===== config.mk =====
export PLATFORM = sky130hd
export DESIGN_NAME = stopwatch_disp_scan
export DESIGN_NICKNAME = d
export VERILOG_FILES = /design/src/rtl/stopwatch_disp_scan.sv
export SDC_FILE = /design/constraint.sdc
export NUM_CORES = 1
export LEC_CHECK = 0
export CORE_ASPECT_RATIO = 1.75
export CORE_MARGIN = 1.5
export CORE_UTILIZATION = 35
export DETAILED_ROUTE_END_ITERATION = 12
export HOLD_SLACK_MARGIN = 0.03
export PLACE_DENSITY = 0.65
export SYNTH_ARGS = -nofsm -noshare
export SYNTH_HDL_FRONTEND = slang
export SYNTH_SLANG_ARGS = --single-unit

===== constraint.sdc =====
create_clock -name CLK -period 2.5 [get_ports CLK]
set_input_delay 0.375 -clock CLK [delete_from_list [all_inputs] [get_ports CLK]]
set_output_delay 0.375 -clock CLK [all_outputs]
set_load 0.02 [all_outputs]

===== src/rtl/stopwatch_disp_scan.sv =====
// Display scanner for a six-digit stopwatch on a multiplexed common-anode 7-segment display.
// It takes a coherent snapshot of the BCD digits, supports a lap freeze, and blanks between digits.
`timescale 1ns/1ps
module stopwatch_disp_scan #(
    parameter int SCAN_DIV  = 1000,
    parameter int BLANK_CYC = 4,
    parameter bit LZ_BLANK  = 1'b1
) (
    input  logic       CLK,
    input  logic       CLR,
    input  logic [3:0] MSH,
    input  logic [3:0] MSL,
    input  logic [3:0] SH,
    input  logic [3:0] SL,
    input  logic [3:0] MH,
    input  logic [3:0] ML,
    input  logic       LAP,
    output logic [6:0] SEG,
    output logic       DP,
    output logic [5:0] AN,
    output logic       HOLD
);

    localparam int PW = (SCAN_DIV > 1) ? $clog2(SCAN_DIV) : 1;
    localparam logic [PW-1:0] PRE_LAST  = PW'(SCAN_DIV - 1);
    localparam logic [PW-1:0] PRE_BLANK = PW'(BLANK_CYC);

    logic [23:0]   s1_q, s1_d, s2_q, s2_d, snap_q, snap_d;
    logic          lap_q, lap_d, hold_q, hold_d;
    logic [PW-1:0] pre_q, pre_d;
    logic [2:0]    idx_q, idx_d;
    logic [6:0]    seg_q, seg_d;
    logic          dp_q, dp_d;
    logic [5:0]    an_q, an_d;
    logic [3:0]    digit;

    function automatic logic [6:0] seg_decode(input logic [3:0] v);
        logic [6:0] s;
        case (v)
            4'd0:    s = 7'h40;
            4'd1:    s = 7'h79;
            4'd2:    s = 7'h24;
            4'd3:    s = 7'h30;
            4'd4:    s = 7'h19;
            4'd5:    s = 7'h12;
            4'd6:    s = 7'h02;
            4'd7:    s = 7'h78;
            4'd8:    s = 7'h00;
            4'd9:    s = 7'h10;
            default: s = 7'h3F;
        endcase
        return s;
    endfunction

    always_comb begin
        s1_d   = {MH, ML, SH, SL, MSH, MSL};
        s2_d   = s1_q;
        snap_d = snap_q;
        // Load only when two consecutive samples agree, so a mid-carry value is never shown.
        if ((s1_q == s2_q) && !hold_q)
            snap_d = s2_q;
        lap_d  = LAP;
        hold_d = hold_q ^ (LAP & ~lap_q);

        pre_d = pre_q + 1'b1;
        idx_d = idx_q;
        if (pre_q == PRE_LAST) begin
            pre_d = '0;
            idx_d = (idx_q == 3'd5) ? 3'd0 : idx_q + 3'd1;
        end

        case (idx_q)
            3'd0:    digit = snap_q[3:0];
            3'd1:    digit = snap_q[7:4];
            3'd2:    digit = snap_q[11:8];
            3'd3:    digit = snap_q[15:12];
            3'd4:    digit = snap_q[19:16];
            3'd5:    digit = snap_q[23:20];
            default: digit = 4'd0;
        endcase

        seg_d = 7'h7F;
        dp_d  = 1'b1;
        an_d  = 6'h3F;
        if (pre_q >= PRE_BLANK) begin
            an_d  = ~(6'b000001 << idx_q);
            seg_d = seg_decode(digit);
            // Leading minutes-tens zero is dark, but its anode still fires to keep brightness uniform.
            if (LZ_BLANK && (idx_q == 3'd5) && (digit == 4'd0))
                seg_d = 7'h7F;
            dp_d  = !((idx_q == 3'd2) || (idx_q == 3'd4));
        end
    end

    always_ff @(posedge CLK or negedge CLR) begin
        if (!CLR) begin
            s1_q   <= '0;
            s2_q   <= '0;
            snap_q <= '0;
            lap_q  <= 1'b0;
            hold_q <= 1'b0;
            pre_q  <= '0;
            idx_q  <= 3'd0;
            seg_q  <= 7'h7F;
            dp_q   <= 1'b1;
            an_q   <= 6'h3F;
        end else begin
            s1_q   <= s1_d;
            s2_q   <= s2_d;
            snap_q <= snap_d;
            lap_q  <= lap_d;
            hold_q <= hold_d;
            pre_q  <= pre_d;
            idx_q  <= idx_d;
            seg_q  <= seg_d;
            dp_q   <= dp_d;
            an_q   <= an_d;
        end
    end

    assign SEG  = seg_q;
    assign DP   = dp_q;
    assign AN   = an_q;
    assign HOLD = hold_q;

endmodule


==> flow_summary.toml <==
[run_status]
outcome = "finished clean"

[power]
total_power_uw = 3179
irDropWorstVdd_mv = 0.3530
powerDensity_nw_per_um2 = 636.6
p_leak_uw = 0.002275

[route]
wire_per_inst_um = 14.59
routed_via_density = 4.811
route.detailed.drc = 0
drt_iter0_drc = 57
via_count = 2372
ant_nets = 0
drt_pass1_iterations = 5
totalWireLength_um = 7195

[final_layout]
area_delta_synth_final_pct = 25.11
diodes = 0
layout.nets = 392
layout-drive-gt1-share_pct = 16.07

[setup_path]
r2r-start = "idx_q[1]$_DFFE_PN0N_"
path_cells = "buf_4, mux2_1, a221o_1, o21ai_1, buf_4, ha_1, o21bai_1, a221o_1"
critPathKind = "reg2reg"
reg2reg_depth = 8
end_kind = "register"
startpoint_type = "register"
crit_fanout = 11
slowest_delay_ps = 410
worstPathRequired_ps = 2770
cp.arrival_ps = 2630
cp_slowest_cell = "dfrtp_1"
crit_start = "idx_q[1]$_DFFE_PN0N_"
timing.reg2reg.setup_slack_ps = 140

[synth]
ys_top_cells_by_count = "dfrtp_1 (87), mux2_1 (25), xor2_1 (17)"
synth-async-reset-ratio_pct = 100.0
synth_top_area_share_pct = 54.55
synth_area_leaders = "dfrtp_1 (55%), dfstp_2 (9.2%), mux2_1 (7.1%), xor2_1 (3.7%), xnor2_1 (3.5%)"
ys_ff_latch = 101
syn_inst = 293
yosys_warnings = 0
syn-num-nets = 329
yosysMostFrequentCell = "dfrtp_1"
synth_flop_cell = "dfrtp_1"
synth_edf_count = 0
synth_largest_area_cell = "dfrtp_1"
synth_area_um2 = 3991
synth_cell_types = 43
avgSynthCellArea_um2 = 13.62
synth_seq_area_share_pct = 63.76

[timing]
hold_viol = 0
drv_slew = 0
worst_pin_slew_ps = 608.1
slew_headroom_pct = 59.46
period_share_pct = 94.22
period_minus_slack_ps = 2355
grt_setup_unrepaired = "no"
tns_ps = 0
fmax_mhz = 424.6
setup_viol = 0
fin_skew_ps = 5.599

[floorplan]
die_y_um = 144.3
initial_core_util_pct = 35.95
die_area_um2 = 12080
fp-row-count = 51
top_level_ports = 42
core_um2 = 11100
die_w_um = 83.73

[cts]
clock_latency_ps = 340
clockBufferDepth = 2
cts_tree = "built"
cts_buffers = 9
ctsHoldBuffers = 0
cts-root-buf = "clkbuf_16"
cts-htree-levels = 3
clk_pin_slew_ps = 70
numClockSinks = 101

[grt]
grt_pass1_vias = 2499
gr-total-overflow = 0
grt_max_degree = 56
grt_pass1_wl_um = 12100
antenna_found_initial = 0
gr-usage-all-layers_pct = 13.07

[place]
portBuffers = 41
place.gp.congestion = 0.8163
dp_hpwl_um = 5228

[min_path]
hold_class = "in2async"

[job]
maxCapViolCount = 0
-- state kept, by name, summed over array words and instances, names as in the netlist --
| name | count |
|---|---|
| s1_q | 24 |
| s2_q | 24 |
| snap_q | 24 |
| pre_q | 10 |
| SEG | 7 |
| AN | 6 |
| idx_q | 3 |
| DP | 1 |
| HOLD | 1 |
| lap_q | 1 |
-- cell type report --
type,instances,area [um2]
multi-input combinational,173,1379
timing repair buffer,61,583.1
clock inverter,6,45.04
clock buffer,10,239.0
fill,1049,6110
tap,132,165.2
inverter,10,37.54
sequential,101,2545
-- worst paths after layout --
path,to
min in group CLK,s2_q[2]$_DFF_PN0_
setup / recovery,SEG[4]$_DFF_PN1_
hold / removal,s1_q[11]$_DFF_PN0_
hold reg to reg,s2_q[2]$_DFF_PN0_
setup reg to reg,SEG[4]$_DFF_PN1_
max in group asynchronous,snap_q[6]$_DFFE_PN0P_
-- power by group --
part	leakage, uW	internal, uW	switching, uW
logic	0.000901	80.7	68.7
registers	0.00123	1680	37.9
clock network	0.000143	709	599
total	0.00228	2470	706
-- timing repair --
item / in CTS / in global routing
buffers inserted: 0 / 3
gates resized for setup: 0 / 4
endpoints found under the setup margin: 0 / 6
-- layout by cell type, fill, tap and decap left out, drive strengths merged, types with 3 or more instances in the layout --
cell            n
a21oi           5
and2            4
and3            3
buf            21
clkbuf         10
clkdlybuf4s50  40
clkinv          4
dfrtp          87
dfstp          14
ha              9
inv            12
mux2           27
mux2i           7
nand2          15
nand3          13
nand3b          4
nand4           3
nor2           15
nor4            6
o211ai          4
o21ai           6
xnor2          16
xor2           17
-- routing by layer --
| layer | GRT usage, % | vias up | routed length (um) |
|---|---|---|---|
| met5 | 0 | - | 0 |
| met3 | 3.539 | 13 | 198 |
| met4 | 6.644 | 0 | 226 |
| met2 | 24.02 | 39 | 4049 |
| li1 | - | 1135 | - |
| met1 | 13.58 | 1185 | 2721 |
-- cells by family (layout without fill, tap and decap cells) --
family	count (synthesis)	count (layout)	synth area share [%]
mux	34	34	9.467
flops	101	101	63.76
simple gates	71	71	9.592
xor+xnor	33	33	7.241
fa+ha+maj	9	9	2.821
buf+inv	19	87	2.194
compound gates	26	26	4.922
-- worst max-delay path, delay by kind of cell, from the launching register on --
family / cells / cell delay, ps
compound gates: 4 / 960
mux: 1 / 350
buf+inv: 2 / 380
flops: 1 / 410
fa+ha+maj: 1 / 180
-- per-stage QoR --
stage | instance area, um2 | util, % | setup slack, ps | instances | hold slack, ps
final | 4994 | 44.97 | 144.6 | 493 | 41.50
after global routing | 4994 | 44.97 | 18.39 | 493 | 85.77
after CTS | 4951 | 44.59 | 49.37 | 490 | 61.27
after detailed placement | 4667 | 42.03 | 41.93 | 474 | 380.7
after global placement | 4667 | 42.03 | 144.2 | 474 | 377.4
after floorplan | 3993 | - | 68.54 | 293 | 79.41
Note: power is estimated with default switching activity, not from simulation.
